--- src/rtl/mem_arb_pkg.sv ---
// Shared encodings for the fetch/data memory port arbiter.
// Holds the FSM states, the access-owner tags and the counter width.
package mem_arb_pkg;

   typedef enum logic [1:0] {
      ST_IDLE   = 2'd0,
      ST_ACCESS = 2'd1,
      ST_WAIT   = 2'd2
   } state_t;

   typedef enum logic [1:0] {
      OWN_NONE = 2'd0,
      OWN_IF   = 2'd1,
      OWN_DM   = 2'd2
   } owner_t;

   localparam int CNT_W = 4;

endpackage

--- src/rtl/mem_port_arbiter_arb_pick.sv ---
// Combinational winner select: data priority with a fetch starvation override.
// Also computes the next value of the starvation counter.
module arb_pick
   import mem_arb_pkg::*;
#(
   parameter int STARVE_MAX = 4
) (
   input  logic             if_req,
   input  logic             if_ready,
   input  logic             dm_req,
   input  logic             dm_ready,
   input  logic [CNT_W-1:0] starve_cnt,
   output logic             grant_if,
   output logic             grant_dm,
   output logic [CNT_W-1:0] starve_next
);

   logic if_elig;
   logic dm_elig;
   logic starved;

   always_comb begin
      // A requester whose ready is high this cycle is only showing its old request.
      if_elig     = if_req & ~if_ready;
      dm_elig     = dm_req & ~dm_ready;
      starved     = if_elig && (starve_cnt == CNT_W'(STARVE_MAX));
      grant_dm    = dm_elig & ~starved;
      grant_if    = if_elig & ~grant_dm;
      starve_next = starve_cnt;
      if (grant_if) begin
         starve_next = '0;
      end else if (grant_dm && if_elig) begin
         starve_next = (starve_cnt >= CNT_W'(STARVE_MAX)) ? CNT_W'(STARVE_MAX)
                                                          : starve_cnt + CNT_W'(1);
      end
   end

endmodule

--- src/rtl/mem_port_arbiter.sv ---
// Shares one fixed-latency single-port memory between instruction fetch and
// the MEM-stage data port; one access outstanding, one-cycle ready pulses.
module mem_port_arbiter
   import mem_arb_pkg::*;
#(
   parameter int ADDR_W     = 32,
   parameter int DATA_W     = 32,
   parameter int LATENCY    = 2,
   parameter int STARVE_MAX = 4
) (
   input  logic              clk,
   input  logic              rst,
   input  logic              if_req,
   input  logic [ADDR_W-1:0] if_addr,
   output logic              if_ready,
   output logic [DATA_W-1:0] if_rdata,
   input  logic              dm_req,
   input  logic              dm_we,
   input  logic [ADDR_W-1:0] dm_addr,
   input  logic [DATA_W-1:0] dm_wdata,
   output logic              dm_ready,
   output logic [DATA_W-1:0] dm_rdata,
   output logic              ram_en,
   output logic              ram_we,
   output logic [ADDR_W-1:0] ram_addr,
   output logic [DATA_W-1:0] ram_wdata,
   input  logic [DATA_W-1:0] ram_rdata
);

   state_t            state_reg, state_next;
   owner_t            owner_reg, owner_next;
   logic [CNT_W-1:0]  cnt_reg, cnt_next;
   logic [CNT_W-1:0]  starve_reg, starve_next;
   logic              we_reg, we_next;
   logic              ram_en_reg, ram_en_next;
   logic              ram_we_reg, ram_we_next;
   logic [ADDR_W-1:0] ram_addr_reg, ram_addr_next;
   logic [DATA_W-1:0] ram_wdata_reg, ram_wdata_next;
   logic              if_ready_reg, if_ready_next;
   logic              dm_ready_reg, dm_ready_next;
   logic [DATA_W-1:0] if_rdata_reg, if_rdata_next;
   logic [DATA_W-1:0] dm_rdata_reg, dm_rdata_next;
   logic              grant_if, grant_dm;
   logic [CNT_W-1:0]  pick_starve;

   arb_pick #(.STARVE_MAX(STARVE_MAX)) u_pick (
      .if_req      (if_req),
      .if_ready    (if_ready_reg),
      .dm_req      (dm_req),
      .dm_ready    (dm_ready_reg),
      .starve_cnt  (starve_reg),
      .grant_if    (grant_if),
      .grant_dm    (grant_dm),
      .starve_next (pick_starve)
   );

   always_ff @(posedge clk or negedge rst) begin
      if (!rst) begin
         state_reg     <= ST_IDLE;
         owner_reg     <= OWN_NONE;
         cnt_reg       <= '0;
         starve_reg    <= '0;
         we_reg        <= 1'b0;
         ram_en_reg    <= 1'b0;
         ram_we_reg    <= 1'b0;
         ram_addr_reg  <= '0;
         ram_wdata_reg <= '0;
         if_ready_reg  <= 1'b0;
         dm_ready_reg  <= 1'b0;
         if_rdata_reg  <= '0;
         dm_rdata_reg  <= '0;
      end else begin
         state_reg     <= state_next;
         owner_reg     <= owner_next;
         cnt_reg       <= cnt_next;
         starve_reg    <= starve_next;
         we_reg        <= we_next;
         ram_en_reg    <= ram_en_next;
         ram_we_reg    <= ram_we_next;
         ram_addr_reg  <= ram_addr_next;
         ram_wdata_reg <= ram_wdata_next;
         if_ready_reg  <= if_ready_next;
         dm_ready_reg  <= dm_ready_next;
         if_rdata_reg  <= if_rdata_next;
         dm_rdata_reg  <= dm_rdata_next;
      end
   end

   always_comb begin
      state_next     = state_reg;
      owner_next     = owner_reg;
      cnt_next       = cnt_reg;
      starve_next    = starve_reg;
      we_next        = we_reg;
      ram_en_next    = 1'b0;
      ram_we_next    = 1'b0;
      ram_addr_next  = ram_addr_reg;
      ram_wdata_next = ram_wdata_reg;
      if_ready_next  = 1'b0;
      dm_ready_next  = 1'b0;
      if_rdata_next  = if_rdata_reg;
      dm_rdata_next  = dm_rdata_reg;
      case (state_reg)
         ST_IDLE: begin
            if (grant_dm || grant_if) begin
               ram_en_next    = 1'b1;
               ram_we_next    = grant_dm & dm_we;
               we_next        = grant_dm & dm_we;
               ram_addr_next  = grant_dm ? dm_addr : if_addr;
               // Write data is don't-care for reads, so it is captured unconditionally.
               ram_wdata_next = dm_wdata;
               owner_next     = grant_dm ? OWN_DM : OWN_IF;
               starve_next    = pick_starve;
               state_next     = ST_ACCESS;
            end
         end
         ST_ACCESS: begin
            cnt_next   = CNT_W'(LATENCY - 1);
            state_next = ST_WAIT;
         end
         ST_WAIT: begin
            if (cnt_reg == '0) begin
               if (owner_reg == OWN_DM) begin
                  dm_ready_next = 1'b1;
                  if (!we_reg) dm_rdata_next = ram_rdata;
               end else if (owner_reg == OWN_IF) begin
                  if_ready_next = 1'b1;
                  if_rdata_next = ram_rdata;
               end
               owner_next = OWN_NONE;
               state_next = ST_IDLE;
            end else begin
               cnt_next = cnt_reg - CNT_W'(1);
            end
         end
         default: begin
            state_next = ST_IDLE;
            owner_next = OWN_NONE;
         end
      endcase
   end

   assign ram_en    = ram_en_reg;
   assign ram_we    = ram_we_reg;
   assign ram_addr  = ram_addr_reg;
   assign ram_wdata = ram_wdata_reg;
   assign if_ready  = if_ready_reg;
   assign dm_ready  = dm_ready_reg;
   assign if_rdata  = if_rdata_reg;
   assign dm_rdata  = dm_rdata_reg;

endmodule
--- config.mk ---
export PLATFORM = sky130hd
export DESIGN_NAME = mem_port_arbiter
export DESIGN_NICKNAME = d
export VERILOG_FILES = /design/src/rtl/mem_arb_pkg.sv /design/src/rtl/mem_port_arbiter_arb_pick.sv /design/src/rtl/mem_port_arbiter.sv
export SDC_FILE = /design/constraint.sdc
export NUM_CORES = 1
export LEC_CHECK = 0
export BUFFER_PORTS_ARGS = -buffer_cell sky130_fd_sc_hd__buf_2
export CAP_MARGIN = 10
export CORE_ASPECT_RATIO = 0.9
export CORE_MARGIN = 5
export CORE_UTILIZATION = 40
export DETAILED_ROUTE_END_ITERATION = 10
export GPL_TIMING_DRIVEN = 0
export PLACE_DENSITY = 0.76
export REMOVE_ABC_BUFFERS = 1
export SYNTH_ARGS = -nofsm -noshare
export SYNTH_HDL_FRONTEND = slang
export SYNTH_SLANG_ARGS = --single-unit
--- constraint.sdc ---
create_clock -name clk -period 6.9 [get_ports clk]
set_input_delay 0.345 -clock clk [delete_from_list [all_inputs] [get_ports clk]]
set_output_delay 0.345 -clock clk [all_outputs]
set_load 0.05 [all_outputs]
==> impl_metrics.tcl <==
set metrics [dict create \
    hold_buffers 1 \
    endpoint_kind "flop" \
    syn_avg_cell_area_um2 13.3 \
    gp_congestion 0.777 \
    power_leakage_nw 4.26 \
    final_area_mm2 0.00860 \
    p_sw_mw 2.55 \
    dieWidth_um 143 \
    cp-start-kind "flop" \
    place.detailed.hpwl_mm 12.6 \
    first_pass_iters 4 \
    rows 43 \
    antenna_found_initial 2 \
    layout-area-overhead-vs-synth_pct 34.4 \
    grt_pass1_vias 5396 \
    ys_seq_area_frac 0.567 \
    seqPwrFrac 0.287 \
    cpPeakStageDelay_ns 0.65 \
    grt-ovfl-total 0 \
    clockBufferDepth 2 \
    p_total_mw 5.16 \
    tritoncts "done" \
    grt_use_total 0.192 \
    ant_nets 0 \
    swShare 0.494 \
    drt_wl_total_mm 17.5 \
    p_per_area_mw_per_mm2 600 \
    fin_setup_tns_ns 0 \
    numCtsBuffers 17 \
    hp-class "input port to flop" \
    cts_htree_levels 4 \
    remaining_drc_errors 0 \
    placed_cell_area_mm2 0.00795 \
    core-area_mm2 0.0155 \
    cts_setup_buffers 0 \
    hold_viol_final 0 \
    crit_arrival_ns 3.02 \
    synth_area_leader_cell "dfrtp_1" \
    fmaxAchievable_mhz 366 \
    ys_ff_latch 145 \
    combPwrFrac 0.532 \
    setup_violations 0 \
    tightest_slew_ns 0.812 \
    synth_top_area_frac 0.567 \
    cts-root-buf "clkbuf_16" \
    yosysWarnings 0 \
    dieArea_mm2 0.0186 \
    start_util 0.412 \
    mostFrequentLayoutCells "buf_2, dfrtp_1, mux2_2, o2111ai_1, inv_1" \
    ff_latch_area_mm2 0.00363 \
    path_cells "nor2b_2 > buf_8 > o21ai_0 > inv_2 > buf_12 > mux2_2" \
    cap_violations 0 \
    syn_area_mm2 0.00640 \
    syn_inst 481 \
    ys_types 37 \
    vias 4965 \
    status "finished clean" \
    cpMaxStageDelayCell "nor2b_2" \
    min_period_ns 2.73 \
    viasPerCell 5.25 \
    ys_top_cells_by_area "dfrtp_1, mux2_2, o2111ai_1, mux2_4, o211ai_1" \
    drive_above_1_share 0.549 \
    die_h_um 130 \
    cts_sinks 145 \
    clock_latency_ns 0.41 \
    portBuffers 264 \
    intPower_mw 2.61 \
    final_common_cell "buf_2" \
    critPathKind "flop to flop" \
    clkPwrFrac 0.181 \
    grt_setup_unrepaired "no" \
    relSlewSlack 0.456 \
    clkTransAtPathRegs_ns 0.06 \
    ios 265 \
    multi_input_area_mm2 0.00243 \
    first_iter_violations 255 \
    diodes 0 \
    cts_resized 0 \
    clock-skew-final_ns 0.00862 \
    final_nets 868 \
    cp_max_fo 47 \
    grt_pass1_wl_mm 28.4 \
    peakVddDrop_uv 410 \
    wire_per_inst_um 18.5 \
    fillers 1323 \
    period_share 0.396 \
    grt_max_degree 78 \
    required_ns 7.19 \
    maxSlewViolCount 0 \
]
## cells in the mapped netlist
master / count
buf_1: 1
nand2_1: 2
o21bai_1: 1
a22o_1: 2
o22ai_1: 4
dfrtp_1: 145
and3_1: 1
nor3_1: 2
o2111ai_1: 64
nor2_1: 2
buf_6: 4
o31a_1: 1
nor3b_1: 4
nor4_1: 2
nor4_2: 1
inv_1: 41
ha_1: 4
or4b_4: 1
o22a_1: 1
mux2_4: 29
a21oi_1: 5
and3b_1: 1
nand3b_1: 1
nor2b_1: 4
mux2_2: 67
or4b_1: 1
or3b_4: 1
o211ai_1: 33
and2_1: 2
clkbuf_1: 35
nand2b_1: 6
a2bb2oi_1: 1
mux2_1: 1
buf_2: 5
a32o_1: 1
o21ai_0: 4
a21o_1: 1
## per-layer routing
metal / track usage / part of all wire / vias to the layer above
met4: 0.0570 / 0.022 / 4
li1: - / - / 2312
met3: 0.0649 / 0.067 / 32
met2: 0.320 / 0.50 / 182
met1: 0.240 / 0.40 / 2435
met5: 0 / 0.0014 / -
## layout make-up
class	instances	area share
Tap cell	202	0.0294
Clock buffer	19	0.0515
Inverter	41	0.0179
Sequential cell	145	0.422
Multi-Input combinational cell	250	0.283
Clock inverter	12	0.0183
Timing Repair Buffer	276	0.178
## kinds of logic (layout without fill, tap and decap cells)
kind of cell | Yosys count | count (layout) | synth area share
buf+inv | 86 | 348 | 0.0561
flops | 145 | 145 | 0.567
simple gates | 31 | 31 | 0.0332
mux | 97 | 97 | 0.188
fa+ha+maj | 4 | 4 | 0.00782
compound gates | 118 | 118 | 0.148
## critical path, delay by kind of cell (launching register included)
kind | cells | cell delay (ns)
muxes | 1 | 0.38
AOI/OAI and AO/OA | 1 | 0.19
and+or+nand+nor | 1 | 0.65
DFF | 1 | 0.40
buffers and inverters | 3 | 0.95
## per-stage QoR
stage               worst slack [ns]  hold slack, ns  utilization  cells
finish                          4.17           0.163        0.553    945
global placement               0.194           0.469        0.500    902
CTS                             4.19           0.144        0.550    943
detailed placement              4.13           0.387        0.511    911
global route                    3.98           0.144        0.553    945
floorplan                       2.03          0.0494            -    436
## power groups by stage
stage	registers [mW]	logic (mW)	clock network [mW]
finish	1.48	2.75	0.936
detailed placement	1.48	2.75	0
CTS	1.48	2.75	0.959
floorplan	2.76	0.745	0
global route	1.54	2.89	1.00
global placement	1.47	2.68	0
## path summary, 6_finish.rpt
kind | from | to | slack, ns | cells past startpoint
worst max-delay path | dm_ready | ram_wdata[13] | 4.17 | 6
max in group asynchronous | rst | dm_rdata[30] | 5.59 | 3
min in group asynchronous | rst | ram_addr[25] | 0.51 | 2
worst min-delay path | dm_wdata[7] | ram_wdata[7] | 0.16 | 2
worst min register to register | dm_rdata[21] | dm_rdata[21] | 0.50 | 1
worst max register to register | dm_ready | ram_wdata[13] | 4.17 | 6
No activity file was read; power rests on OpenSTA's default activity.
